===== config.mk =====
export PLATFORM = sky130hd
export DESIGN_NAME = spi_txn_arbiter_flat
export DESIGN_NICKNAME = d
export VERILOG_FILES = /design/src/rtl/spi_txn_arbiter_if.sv /design/src/rtl/spi_txn_arbiter.sv /design/src/flat_wrapper.sv
export SDC_FILE = /design/constraint.sdc
export NUM_CORES = 1
export LEC_CHECK = 0
export ABC_AREA = 1
export BUFFER_PORTS_ARGS = -buffer_cell sky130_fd_sc_hd__buf_2
export CORE_MARGIN = 1.5
export CORE_UTILIZATION = 50
export CTS_BUF_LIST = sky130_fd_sc_hd__clkbuf_2 sky130_fd_sc_hd__clkbuf_4 sky130_fd_sc_hd__clkbuf_8
export DETAILED_ROUTE_END_ITERATION = 8
export PLACE_DENSITY = 0.81
export SYNTH_ARGS = -nofsm -noshare
export SYNTH_HDL_FRONTEND = slang
export SYNTH_SLANG_ARGS = --single-unit

===== constraint.sdc =====
create_clock -name clk -period 2.25 [get_ports clk]
set_clock_uncertainty 0.2 [all_clocks]
set_input_delay 0.45 -clock clk [delete_from_list [all_inputs] [get_ports clk]]
set_output_delay 0.45 -clock clk [all_outputs]
set_load 0.02 [all_outputs]

===== src/rtl/spi_txn_arbiter_if.sv =====
// ============================================================================
// Module      : spi_txn_arbiter_if
// Description : Requester-side handshake and SPI_Protocol-side strobes that
//               connect to spi_txn_arbiter. The slave modport is the arbiter;
//               the master modport is the requesters plus the SPI master.
// Revision    : 1.0 - initial release
// ============================================================================
`default_nettype none

interface spi_txn_arbiter_if #(
  parameter int NUM_REQ = 3
);
  // Requester side
  logic [NUM_REQ-1:0]   req;
  logic [2*NUM_REQ-1:0] req_addr;
  logic [2*NUM_REQ-1:0] req_mode;
  logic [8*NUM_REQ-1:0] req_data;
  logic [NUM_REQ-1:0]   gnt;
  logic [NUM_REQ-1:0]   done;
  logic [7:0]           rsp_data;
  logic                 rsp_err;

  // SPI_Protocol side
  logic                 spi_start;
  logic                 spi_load;
  logic [2:0]           spi_slave_load;
  logic [1:0]           spi_address;
  logic                 spi_cpol;
  logic                 spi_cpha;
  logic [7:0]           spi_data_in_master;
  logic [7:0]           spi_data_out_master;

  modport slave (
    input  req, req_addr, req_mode, req_data, spi_data_out_master,
    output gnt, done, rsp_data, rsp_err,
           spi_start, spi_load, spi_slave_load, spi_address,
           spi_cpol, spi_cpha, spi_data_in_master
  );

  modport master (
    output req, req_addr, req_mode, req_data, spi_data_out_master,
    input  gnt, done, rsp_data, rsp_err,
           spi_start, spi_load, spi_slave_load, spi_address,
           spi_cpol, spi_cpha, spi_data_in_master
  );
endinterface

`default_nettype wire


===== src/rtl/spi_txn_arbiter.sv =====
// ============================================================================
// Module      : spi_txn_arbiter
// Description : Shares one SPI_Protocol master among NUM_REQ requesters.
//               Arbitrates in IDLE, latches the winner's address/mode/byte,
//               strobes start/load, counts the SCLK bit cycles (plus one
//               skipped edge for CPOL=1), then returns data_out_master.
//               Optional macro SPI_ARB_PRIORITY_EN selects fixed priority
//               (lowest index wins) instead of round-robin.
// Revision    : 1.0 - initial release
// ============================================================================
`default_nettype none

module spi_txn_arbiter #(
  parameter int NUM_REQ    = 3,
  parameter int BIT_CYCLES = 2,
  parameter int IDLE_GAP   = 2
) (
  input  wire logic        clk,
  input  wire logic        reset,
  spi_txn_arbiter_if.slave bus
);

  localparam int IDX_W     = (NUM_REQ > 1) ? $clog2(NUM_REQ) : 1;
  localparam int SHIFT_LEN = 8 * BIT_CYCLES;
  localparam int CNT_W     = $clog2(SHIFT_LEN);
  localparam int GAP_W     = (IDLE_GAP > 1) ? $clog2(IDLE_GAP) : 1;

  typedef enum logic [2:0] {
    S_IDLE    = 3'd0,
    S_START   = 3'd1,
    S_SKIP    = 3'd2,
    S_SHIFT   = 3'd3,
    S_CAPTURE = 3'd4,
    S_GAP     = 3'd5
  } state_t;

  state_t               r_state;
  logic [IDX_W-1:0]     r_ptr;
  logic [NUM_REQ-1:0]   r_win_oh;
  logic [CNT_W-1:0]     r_cnt;
  logic [GAP_W-1:0]     r_gap_cnt;

  logic [NUM_REQ-1:0]   r_gnt;
  logic [NUM_REQ-1:0]   r_done;
  logic [7:0]           r_rsp_data;
  logic                 r_rsp_err;
  logic                 r_spi_start;
  logic                 r_spi_load;
  logic [2:0]           r_spi_slave_load;
  logic [1:0]           r_spi_address;
  logic                 r_spi_cpol;
  logic                 r_spi_cpha;
  logic [7:0]           r_spi_data_in;

  logic                 w_any;
  int                   w_sum;
  logic [IDX_W-1:0]     w_idx;
  logic [IDX_W-1:0]     w_win;
  logic [IDX_W-1:0]     w_next_ptr;
  logic [NUM_REQ-1:0]   w_win_oh;
  logic [1:0]           w_addr;
  logic [1:0]           w_mode;
  logic [7:0]           w_data;

  // Winner selection; scanning from the far end down lets the nearest
  // requesting index (from the pointer, or from 0) overwrite the others.
  always_comb begin
    w_any = |bus.req;
    w_sum = 0;
    w_idx = '0;
    w_win = '0;
`ifdef SPI_ARB_PRIORITY_EN
    for (int i = NUM_REQ - 1; i >= 0; i--) begin
      w_idx = IDX_W'(i);
      if (bus.req[w_idx]) w_win = w_idx;
    end
`else
    for (int i = NUM_REQ - 1; i >= 0; i--) begin
      w_sum = int'(r_ptr) + i;
      if (w_sum >= NUM_REQ) w_sum = w_sum - NUM_REQ;
      w_idx = IDX_W'(w_sum);
      if (bus.req[w_idx]) w_win = w_idx;
    end
`endif
    w_next_ptr = (w_win == IDX_W'(NUM_REQ - 1)) ? '0 : w_win + 1'b1;
    w_win_oh = '0;
    w_win_oh[w_win] = 1'b1;
    w_addr = bus.req_addr[2*w_win +: 2];
    w_mode = bus.req_mode[2*w_win +: 2];
    w_data = bus.req_data[8*w_win +: 8];
  end

  // Transfer sequencer with registered outputs; strobes default low each cycle.
  always_ff @(posedge clk) begin
    if (reset) begin
      r_state          <= S_IDLE;
      r_ptr            <= '0;
      r_win_oh         <= '0;
      r_cnt            <= '0;
      r_gap_cnt        <= '0;
      r_gnt            <= '0;
      r_done           <= '0;
      r_rsp_data       <= '0;
      r_rsp_err        <= 1'b0;
      r_spi_start      <= 1'b0;
      r_spi_load       <= 1'b0;
      r_spi_slave_load <= '0;
      r_spi_address    <= '0;
      r_spi_cpol       <= 1'b0;
      r_spi_cpha       <= 1'b0;
      r_spi_data_in    <= '0;
    end else begin
      r_gnt            <= '0;
      r_done           <= '0;
      r_rsp_err        <= 1'b0;
      r_spi_start      <= 1'b0;
      r_spi_load       <= 1'b0;
      r_spi_slave_load <= '0;

      case (r_state)
        S_IDLE: begin
          if (w_any) begin
            r_gnt         <= w_win_oh;
            r_win_oh      <= w_win_oh;
            r_spi_address <= w_addr;
            r_spi_cpol    <= w_mode[1];
            r_spi_cpha    <= w_mode[0];
            r_spi_data_in <= w_data;
`ifdef SPI_ARB_PRIORITY_EN
            r_ptr         <= '0;
`else
            r_ptr         <= w_next_ptr;
`endif
            // Slave 3 does not exist: the transfer is granted but never
            // reaches the SPI master.
            if (w_addr != 2'd3) begin
              r_spi_start      <= 1'b1;
              r_spi_load       <= 1'b1;
              r_spi_slave_load <= 3'b001 << w_addr;
            end
            r_state <= S_START;
          end
        end

        S_START: begin
          r_cnt <= '0;
          if (r_spi_address == 2'd3) begin
            r_done     <= r_win_oh;
            r_rsp_data <= '0;
            r_rsp_err  <= 1'b1;
            r_state    <= S_CAPTURE;
          end else if (r_spi_cpol) begin
            r_state <= S_SKIP;
          end else begin
            r_state <= S_SHIFT;
          end
        end

        // Absorbs the idle-high SCLK edge that CPOL=1 produces first.
        S_SKIP: r_state <= S_SHIFT;

        S_SHIFT: begin
          if (r_cnt == CNT_W'(SHIFT_LEN - 1)) begin
            r_done     <= r_win_oh;
            r_rsp_data <= bus.spi_data_out_master;
            r_state    <= S_CAPTURE;
          end else begin
            r_cnt <= r_cnt + 1'b1;
          end
        end

        S_CAPTURE: begin
          r_gap_cnt <= '0;
          r_state   <= (IDLE_GAP == 0) ? S_IDLE : S_GAP;
        end

        S_GAP: begin
          if (r_gap_cnt == GAP_W'(IDLE_GAP - 1)) begin
            r_state <= S_IDLE;
          end else begin
            r_gap_cnt <= r_gap_cnt + 1'b1;
          end
        end

        default: r_state <= S_IDLE;
      endcase
    end
  end

  assign bus.gnt                = r_gnt;
  assign bus.done               = r_done;
  assign bus.rsp_data           = r_rsp_data;
  assign bus.rsp_err            = r_rsp_err;
  assign bus.spi_start          = r_spi_start;
  assign bus.spi_load           = r_spi_load;
  assign bus.spi_slave_load     = r_spi_slave_load;
  assign bus.spi_address        = r_spi_address;
  assign bus.spi_cpol           = r_spi_cpol;
  assign bus.spi_cpha           = r_spi_cpha;
  assign bus.spi_data_in_master = r_spi_data_in;

endmodule

`default_nettype wire


===== src/flat_wrapper.sv =====
// flat-port wrapper written by rule: the top's interface ports become plain ports
module spi_txn_arbiter_flat 
#(
  parameter int NUM_REQ    = 3,
  parameter int BIT_CYCLES = 2,
  parameter int IDLE_GAP   = 2
)
  (clk, reset, bus_req, bus_req_addr, bus_req_mode, bus_req_data, bus_spi_data_out_master, bus_gnt, bus_done, bus_rsp_data, bus_rsp_err, bus_spi_start, bus_spi_load, bus_spi_slave_load, bus_spi_address, bus_spi_cpol, bus_spi_cpha, bus_spi_data_in_master);
  spi_txn_arbiter_if #(.NUM_REQ(NUM_REQ)) bus_i ();
  input  wire logic clk;
  input  wire logic reset;
  input wire logic [$bits(bus_i.req)-1:0] bus_req;
  input wire logic [$bits(bus_i.req_addr)-1:0] bus_req_addr;
  input wire logic [$bits(bus_i.req_mode)-1:0] bus_req_mode;
  input wire logic [$bits(bus_i.req_data)-1:0] bus_req_data;
  input wire logic [$bits(bus_i.spi_data_out_master)-1:0] bus_spi_data_out_master;
  output wire logic [$bits(bus_i.gnt)-1:0] bus_gnt;
  output wire logic [$bits(bus_i.done)-1:0] bus_done;
  output wire logic [$bits(bus_i.rsp_data)-1:0] bus_rsp_data;
  output wire logic [$bits(bus_i.rsp_err)-1:0] bus_rsp_err;
  output wire logic [$bits(bus_i.spi_start)-1:0] bus_spi_start;
  output wire logic [$bits(bus_i.spi_load)-1:0] bus_spi_load;
  output wire logic [$bits(bus_i.spi_slave_load)-1:0] bus_spi_slave_load;
  output wire logic [$bits(bus_i.spi_address)-1:0] bus_spi_address;
  output wire logic [$bits(bus_i.spi_cpol)-1:0] bus_spi_cpol;
  output wire logic [$bits(bus_i.spi_cpha)-1:0] bus_spi_cpha;
  output wire logic [$bits(bus_i.spi_data_in_master)-1:0] bus_spi_data_in_master;
  assign bus_i.req = bus_req;
  assign bus_i.req_addr = bus_req_addr;
  assign bus_i.req_mode = bus_req_mode;
  assign bus_i.req_data = bus_req_data;
  assign bus_i.spi_data_out_master = bus_spi_data_out_master;
  assign bus_gnt = bus_i.gnt;
  assign bus_done = bus_i.done;
  assign bus_rsp_data = bus_i.rsp_data;
  assign bus_rsp_err = bus_i.rsp_err;
  assign bus_spi_start = bus_i.spi_start;
  assign bus_spi_load = bus_i.spi_load;
  assign bus_spi_slave_load = bus_i.spi_slave_load;
  assign bus_spi_address = bus_i.spi_address;
  assign bus_spi_cpol = bus_i.spi_cpol;
  assign bus_spi_cpha = bus_i.spi_cpha;
  assign bus_spi_data_in_master = bus_i.spi_data_in_master;
  spi_txn_arbiter #(.NUM_REQ(NUM_REQ), .BIT_CYCLES(BIT_CYCLES), .IDLE_GAP(IDLE_GAP)) u_core (.clk(clk), .reset(reset), .bus(bus_i));
endmodule

# Word-level counts from Yosys, hierarchy flattened
# Index checks and enable logic that the tools add are counted.
# Widths: inputs -> output; s select.
# op_classes
n_addsub	8
n_lt_le_gt_ge	8
eq_ne	14
shift	4
mux	33
bitwise_logic	4
reduce_logical	12
# op_table
operator	n
$shiftx 24x6->8	1
$mux 3	6
$pmux 3 s6	1
$mux 8	2
$pmux 8 s2	1
$mux 2	7
$lt 2x3->1 const B	4
$shiftx 6x4->2	2
$mux 1	8
$ne 2x1->1 const B	4
$pmux 4 s2	1
$bmux 1 s2	3
$eq 3x2->1 const B	2
$eq 3x3->1 const B	2
$ge 3x2->1 const B	2
$pmux 3 s2	1
$reduce_and 3->1	2
$reduce_or 3->1	2
$add 4x1->4 const B	1
$eq 2x2->1 const B	2
$eq 4x4->1 const B	1
$mux 4	1
$ne 2x2->1 const B	2
$not 1->1	4
other kinds (18)	21
# word_totals
register_bits	44
inputBits	49
wordCells	98

# Depth between registers and ports, before layout
# Gate-level depths: netlist of run 1.
# logic_depth
ltp_word	12
mapped_depth	15

# Least setup slack after synthesis of run 1
# OpenSTA, ideal clock, no wires.
# synth_path
kind	reg-to-reg
start	register u_core.r_win_oh[0] (netlist name)
end	register u_core.r_spi_cpha, in the netlist u_core.bus.spi_cpha
setup_time_ns	0.122
t_arrival_ns	1.671
required_ns	1.928
setup_slack_ns	0.257
stages_incl_launch_ff	12
n_path_buf	1
path_cell_list	dfxtp_1 > inv_1 > ha_1 > inv_1 > nand3_1 > nand2_1 > nand2_1 > a21oi_4 > nor2_4 > buf_4 > a21oi_1 > a21oi_2
# synth_rtl
item	line	text
end signal: assignment	spi_txn_arbiter.sv:127	r_spi_cpha <= w_mode[0];
end: declaration	spi_txn_arbiter.sv:52	logic r_spi_cpha;

# Worst setup path after layout of run 1
# layout_path
start	register u_core.r_ptr[1]
end	register u_core.r_spi_data_in[2], in the netlist u_core.bus.spi_data_in_master[2]
# layout_via
elab_chain_cells	9
elab_cells_between_ends	21
# layout_lines
item	line	text
start: declaration	spi_txn_arbiter.sv:38	logic [IDX_W-1:0] r_ptr;
start signal: assignment	spi_txn_arbiter.sv:132	r_ptr <= w_next_ptr;
$add 2x2->3	spi_txn_arbiter.sv:79	w_sum = int'(r_ptr) + i;
$ge 3x2->1 or $sub 2x1->2 (tied branches)	spi_txn_arbiter.sv:80	if (w_sum >= NUM_REQ) w_sum = w_sum - NUM_REQ;
$mux 2	spi_txn_arbiter.sv:80	
$bmux 1 s2	spi_txn_arbiter.sv:82	if (bus.req[w_idx]) w_win = w_idx;
$mux 1 (implied by the code)	spi_txn_arbiter.sv:82	
$mux 2 (2 in series)	spi_txn_arbiter.sv:82	
$mux 2 *	spi_txn_arbiter.sv:82	
$shiftx 24x6->8 *	spi_txn_arbiter.sv:90	w_data = bus.req_data[8*w_win +: 8];
end signal: assignment	spi_txn_arbiter.sv:128	r_spi_data_in <= w_data;
end: declaration	spi_txn_arbiter.sv:53	logic [7:0] r_spi_data_in;
# Every way passes the cells marked *; elsewhere a longest branch is shown, timed or not. The select of a mux whose other input is x is not followed.
# A chain may end at the register's enable or synchronous reset.

==> flow_summary.toml, run 1 <==
[run_status]
status = "complete, no violations"

[logic_synthesis]
synthCells = 296
syn_area_mm2 = 0.00208
syn-num-nets = 349
ys_warn_count = 0
yosysSeqAreaShare_pct = 40.3
synth-adder-area-share_pct = 2.40
yosys.area_share.simple_pct = 30.0
syn_avg_cell_area_um2 = 7.04
synth_xor_area_share_pct = 0
synth-seq-cells = 42
synthMuxAreaShare_pct = 0
synth_compound_area_share_pct = 15.7
synth_top_family_by_area = "simple AND/OR/NAND/NOR gates"
synth.distinct_cells = 26

[route]
vias = 2170
dr.max_layer_used = "met4"
drc_errors = 0
routedWlPerCell_um = 10.9
wl_met1_um = 2100
dr_wl_met2_um = 2170
totalWireLength_um = 4720
met3_length_um = 393
postRouteAntennaNets = 0
drt-initial-drc-count = 92
drt_pass1_iterations = 4
viasPerCell = 5.02

[job]
max-cap-violations = 0

[min_path]
worstHoldStart = "bus_spi_data_out_master[4]"
whs_path_depth = 3
hold_class = "input pin to flip-flop"
holdPathEnd = "u_core.bus.rsp_data[4]"

[final_layout]
ff_latch_area_um2 = 842
syn2layout_area_growth_pct = 29.2
fill_cells = 348
fin_nets = 434
layoutNonFillerInstCount = 432
multi_input_area_mm2 = 0.00104
antenna_cells = 0
drive_gt1_share_pct = 33.8

[die]
dieArea_mm2 = 0.00457
die_w_um = 67.6
die_y_um = 67.6
initial_core_util_pct = 52.1
core_mm2 = 0.00400
io_pins = 81
core.rowCount = 23

[setup_path]
critical_path.slowest_cell = "dfxtp_2"
worst-r2r-cell-count = 12
critical_path_class = "flip-flop to flip-flop"
cp.arrival_ns = 2.16
worstSetupStartpointType = "flip-flop"
critPathTopFamily = "buffers and inverters"
crit_chain = "inv_1 > ha_1 > inv_2 > nand2_1 > and2_1 > nor2_2 > a21oi_4 > buf_4 > nor2_4 > buf_6 > a21oi_2 > a21oi_2"
reg2reg_to = "u_core.bus.spi_data_in_master[2]"
r2r_slack_ns = 0.12
cp_slowest_stage_delay_ns = 0.37
crit_path_frequent_cell = "a21oi_2"
r2r-start = "u_core.r_ptr[1]"
crit_buf_inv = 4
crit_required_ns = 2.28
path_max_fanout = 10
endpoint_kind = "flip-flop"

[grt]
grt_pass1_wl_um = 7670
antenna_found_initial = 0
grt.overflow.total = 0
grt_pass1_vias = 1847
grt_max_degree = 21
grt_util_all_layers_pct = 21.6

[cts]
ctsRootBufferMaster = "clkbuf_8"
cts.clk_slew.worst_paths_ns = 0.08
cts_tree = "yes"
insertion_delay_ns = 0.29
cts.sinks = 42
cts.hold.buffers_added = 0
htreeDepth = 2
cts_buffer_depth = 2
numCtsBuffers = 5

[placement]
post-dp-hpwl_um = 3580
place_ws_ns = 0.0802
place_inst = 421
gp_congestion = 0.896
port_buffers = 80

[sta]
tightestPinTransition_ns = 0.430
timing.hold.ws_ns = 0.218
finalMaxSlewViolations = 0
max_slew_margin_pct = 71.3
fmax_ghz = 0.469
finalSetupTns_ns = 0
setup_viol = 0
finalWorstSetupSlack_ns = 0.119
final-hold-violation-count = 0
fin_crit_ns = 2.13
fin_crit_sh_pct = 94.7

[pwr]
leakagePower_nw = 1.37
vdd_drop_max_mv = 0.888
power.density_mw_per_mm2 = 1340
-- metrics by stage --
stage	power [W]	area (um2)	utilization (%)
after detailed placement	0.00294	2520	63.0
final	0.00361	2690	67.3
after CTS	0.00345	2620	65.4
after global routing	0.00393	2690	67.3
after floorplan	0.00254	2080	-
after global placement	0.00291	2520	63.0
-- power by group --
part | internal (W) | switching (W)
clock | 0.000260 | 0.000247
combinational | 0.000731 | 0.00133
sequential | 0.000938 | 0.000112
total | 0.00193 | 0.00168
-- per-layer routing --
layer  up-vias  GRT usage (%)
met2       104           35.5
met4         0           6.38
met1       934           27.4
li1       1124              -
met5         -              0
met3         8           6.00
-- worst max-delay path by stage --
| stage | startpoint | to | slack (ns) | cells past startpoint |
|---|---|---|---|---|
| floorplan | u_core.r_win_oh[0] | u_core.bus.spi_cpha | 0.26 | 11 |
| global placement | u_core.r_win_oh[0] | u_core.bus.spi_data_in_master[4] | 0.16 | 11 |
| detailed placement | u_core.r_win_oh[0] | u_core.bus.spi_data_in_master[1] | 0.08 | 11 |
| CTS | u_core.r_win_oh[0] | u_core.bus.spi_slave_load[2] | 0.06 | 13 |
| global route | u_core.r_ptr[1] | u_core.bus.spi_data_in_master[0] | -0.04 | 12 |
| finish | u_core.r_ptr[1] | u_core.bus.spi_data_in_master[2] | 0.12 | 12 |
-- flip-flops by register name, indices dropped and copies added, names as in the netlist, 2 cells and up --
signal / cells
u_core.bus.rsp_data: 8
u_core.bus.spi_slave_load: 3
u_core.r_cnt: 4
u_core.r_win_oh: 2
u_core.bus.done: 3
u_core.bus.spi_data_in_master: 8
u_core.r_state: 3
u_core.bus.spi_address: 2
u_core.bus.gnt: 3
-- repair_timing --
item                                    4_1_cts  5_1_grt
resized for setup                             0       15
setup buffers                                 0        3
endpoints found under the setup margin        0       16
-- placed cells by master (no fill, tap or decap), types with 2 or more instances in the layout --
| cell type | synthesis | final |
|---|---|---|
| nand2_1 | 59 | 59 |
| inv_1 | 38 | 37 |
| ha_1 | 4 | 3 |
| nor2_1 | 20 | 20 |
| o21ai_0 | 12 | 12 |
| buf_4 | 3 | 7 |
| o21ai_1 | 2 | 2 |
| dfxtp_1 | 42 | 41 |
| a21oi_2 | 9 | 16 |
| buf_2 | 1 | 80 |
| nor3_1 | 7 | 7 |
| nand3_1 | 47 | 47 |
| clkbuf_8 | 0 | 6 |
| buf_6 | 3 | 3 |
| o22ai_1 | 3 | 3 |
| a21oi_1 | 27 | 20 |
| inv_2 | 5 | 5 |
-- cell families after synthesis --
group / count (synthesis)
adder cells (fa/ha/maj): 4
AND/OR/NAND/NOR: 140
AO/OA/AOI/OAI: 55
buffers and inverters: 55
flip-flops: 42
-- cell usage after synthesis (all sizes together) --
cell     n  area share (%)
nand2   61              11
nand3   47              11
inv     43             7.7
dfxtp   42              40
a21oi   37              11
nor2    22             4.4
o21ai   15             3.8
nor3     8             2.2
buf      7             2.9
clkbuf   5            0.90
ha       4             2.4
o22ai    3            0.90
and2     1            0.30
nor4     1            0.30
-- cell type report --
class                   instances  share of cell area, %
multi-input cells             199                   38.6
flip-flops and latches         42                   31.3
repair buffers                 90                   18.1
inverters                      43                   6.18
clock buffers                   7                   3.34
well taps                      50                   2.32
clock inverters                 1                  0.186
-- worst reg2reg max path: cells and delay by family, from the launching register on --
family | cells | cell delay (ns)
buf+inv | 4 | 0.52
simple gates | 4 | 0.50
flops | 1 | 0.37
compound gates | 3 | 0.25
fa+ha+maj | 1 | 0.23
Power figures use the tool's default switching activity.
==> inputs of run 2 (changes only) <==
--- a/config.mk
+++ b/config.mk
@@ -5,13 +5,12 @@
 export SDC_FILE = /design/constraint.sdc
 export NUM_CORES = 1
 export LEC_CHECK = 0
-export ABC_AREA = 1
 export BUFFER_PORTS_ARGS = -buffer_cell sky130_fd_sc_hd__buf_2
 export CORE_MARGIN = 1.5
-export CORE_UTILIZATION = 50
+export CORE_UTILIZATION = 51
 export CTS_BUF_LIST = sky130_fd_sc_hd__clkbuf_2 sky130_fd_sc_hd__clkbuf_4 sky130_fd_sc_hd__clkbuf_8
 export DETAILED_ROUTE_END_ITERATION = 8
-export PLACE_DENSITY = 0.81
+export PLACE_DENSITY = 0.83
 export SYNTH_ARGS = -nofsm -noshare
 export SYNTH_HDL_FRONTEND = slang
 export SYNTH_SLANG_ARGS = --single-unit
==> run 2 against run 1 <==
Largest cell class unchanged. Largest power group unchanged. Routed wire length grew 19%. Design area grew 8.1%. Utilization grew 4.4 points. Global-route usage grew 2.3 points. Clock-buffer cell count shrank 2. Via count grew 6.9%.
==> flow_summary.toml, run 2 <==
[setup_path]
path_max_fanout = 13
worstSetupStartpointType = "flip-flop"
r2r-start = "u_core.r_win_oh[0]"
worst-r2r-cell-count = 8
crit_required_ns = 2.27
setup.worst_path.start = "u_core.r_win_oh[0]"
critical_path_class = "flip-flop to flip-flop"
cp.arrival_ns = 2.22
r2r_slack_ns = 0.06
crit_path_end = "u_core.r_win_oh[0]"
reg2reg_to = "u_core.r_win_oh[0]"
endpoint_kind = "flip-flop"

[route]
drt_pass1_iterations = 4
postRouteAntennaNets = 0
viasPerCell = 5.70
routedWlPerCell_um = 13.8
totalWireLength_um = 5630
drc_errors = 0
drt-initial-drc-count = 96
vias = 2320

[pwr]
p_int_w = 0.00158
power.density_mw_per_mm2 = 844
vdd_drop_max_mv = 0.473
leakagePower_nw = 1.33
p_sw_w = 0.000874
combPwrFrac_pct = 40.2
power_frac_seq_pct = 35.8
clock_power_share_pct = 24.0
swShare_pct = 35.6

[logic_synthesis]
synth.area.top_cells = "dfxtp_1 39%, nand3_1 8.3%, a21oi_1 4.4%"
yosysMostFrequentCell = "dfxtp_1"
syn_avg_cell_area_um2 = 8.15
synth_commonest_cells = "42 x dfxtp_1, 36 x nand3_1, 22 x nor2_1"
synth_edf_count = 0
synth_flop_cell = "dfxtp_1"
syn-num-nets = 320
netlist.area_leader.share_pct = 38.6
synth.largest_area_cell = "dfxtp_1"
yosysSeqAreaShare_pct = 38.6
synth.distinct_cells = 49
ys_warn_count = 0
postSynth.asyncResetShare_pct = 0
syn_area_mm2 = 0.00218
synth-seq-cells = 42
synthCells = 267

[grt]
antenna_found_initial = 0
grt.overflow.total = 0
grt_max_degree = 24
grt_pass1_vias = 2034
grt_pass1_wl_um = 8510
grt_util_all_layers_pct = 23.9

[placement]
gp_congestion = 0.884
port_buffers = 80
place_inst = 393
post-dp-hpwl_um = 3840

[final_layout]
post-route-util_pct = 71.8
ff_latch_area_um2 = 846
antenna_cells = 0
drive_gt1_share_pct = 38.7
fin_nets = 409
syn2layout_area_growth_pct = 33.7
multi_input_area_mm2 = 0.00130
layoutNonFillerInstCount = 407
fill_cells = 317
most-common-layout-cells = "80 x buf_2, 40 x dfxtp_1, 36 x nand3_1"
layout_commonest_cell = "buf_2"

[sta]
fin_crit_ns = 2.19
tightestPinTransition_ns = 0.686
max_slew_margin_pct = 53.9
finalSetupTns_ns = 0
rsz0062_at_grt = "true"
timing.hold.ws_ns = 0.208
fmax_ghz = 0.456
final-hold-violation-count = 0
setup_viol = 0
finalMaxSlewViolations = 0
fin_crit_sh_pct = 97.5

[die]
io_pins = 81
core.rowCount = 23
die_w_um = 68.3
dieArea_mm2 = 0.00467
die_y_um = 68.3
initial_core_util_pct = 53.7
core_mm2 = 0.00406

[min_path]
hold_class = "input pin to flip-flop"

[cts]
numCtsBuffers = 5
ctsRootBufferMaster = "clkbuf_8"
htreeDepth = 2
cts_tree = "yes"
insertion_delay_ns = 0.30
cts.sinks = 42
cts_buffer_depth = 2
cts.clk_slew.worst_paths_ns = 0.08

[job]
max-cap-violations = 0

[run_status]
status = "complete, no violations"
run 2: cell types whose count changed after synthesis, sizes merged, moves of 6 or more:
cell | previous run | this run
and3 | 0 | 6
a311oi | 0 | 10
nand2 | 61 | 20
a21oi | 37 | 19
a21o | 0 | 11
nor2b | 0 | 8
clkbuf | 5 | 13
inv | 43 | 3
nand3 | 47 | 36
run 2: cells by family after synthesis:
| family | count (synthesis) | synth area share, % |
|---|---|---|
| adder cells (fa/ha/maj) | 4 | 2.30 |
| flip-flops | 42 | 38.6 |
| buffers and inverters | 25 | 5.17 |
| AND/OR/NAND/NOR | 113 | 26.1 |
| multiplexers | 1 | 0.517 |
| AO/OA/AOI/OAI | 82 | 27.2 |
run 2: worst min-delay path by stage:
stage	from	end	slack, ns	cells past startpoint
2_1_floorplan	u_core.r_win_oh[2]	u_core.r_win_oh[2]	0.23	2
3_3_place_gp	u_core.bus.rsp_data[4]	u_core.bus.rsp_data[4]	0.23	2
3_5_place_dp	u_core.bus.rsp_data[4]	u_core.bus.rsp_data[4]	0.24	2
4_1_cts	bus_spi_data_out_master[1]	u_core.bus.rsp_data[1]	0.19	3
5_1_grt	bus_spi_data_out_master[7]	u_core.bus.rsp_data[7]	0.21	3
6_report	bus_spi_data_out_master[6]	u_core.bus.rsp_data[6]	0.21	3
run 2: timing repair:
| action | CTS | global route |
|---|---|---|
| buffers inserted | 0 | 5 |
| setup endpoints to repair | 17 | 18 |
| cloned | 0 | 1 |
| resized for setup | 7 | 12 |
| pin swaps | 0 | 8 |
| hold buffers | 0 | 0 |
run 2: power by group through the flow:
stage	Clock (W)	Combinational, W	Sequential [W]
detailed placement	0	0.000897	0.000894
floorplan	0	0.000542	0.000978
finish	0.000590	0.000986	0.000880
global placement	0	0.000878	0.000894
CTS	0.000602	0.000914	0.000879
global route	0.000622	0.00107	0.000893
run 2: stage by stage:
stage / power (W) / setup slack (ns) / cell area (um2)
2_1_floorplan: 0.00152 / 0.0773 / 2190
3_3_place_gp: 0.00177 / 0.0162 / 2690
3_5_place_dp: 0.00179 / -0.0577 / 2690
4_1_cts: 0.00239 / 0.00386 / 2820
5_1_grt: 0.00258 / -0.0350 / 2910
6_report: 0.00246 / 0.0568 / 2910
run 2: metal layers:
layer  share of wire, %  track usage (%)
met5                  0                0
met1                 43             28.6
met2                 48             40.0
met4                1.3             12.5
met3                7.1             5.10
run 2: critical path, stage by stage (launching register included):
cell and delay, ns:
dfxtp_2 0.35, inv_2 0.05, ha_4 0.24, nor2b_1 0.13, a32o_2 0.26, a32o_2 0.26
buf_6 0.16, or3_4 0.33, a21oi_2 0.14
run 2: cell type report:
class,count,area share [%]
Sequential cell,42,29.1
Clock inverter,3,1.38
Clock buffer,5,2.36
Timing Repair Buffer,103,19.9
Multi-Input combinational cell,201,44.7
Inverter,3,0.387
Tap cell,50,2.15
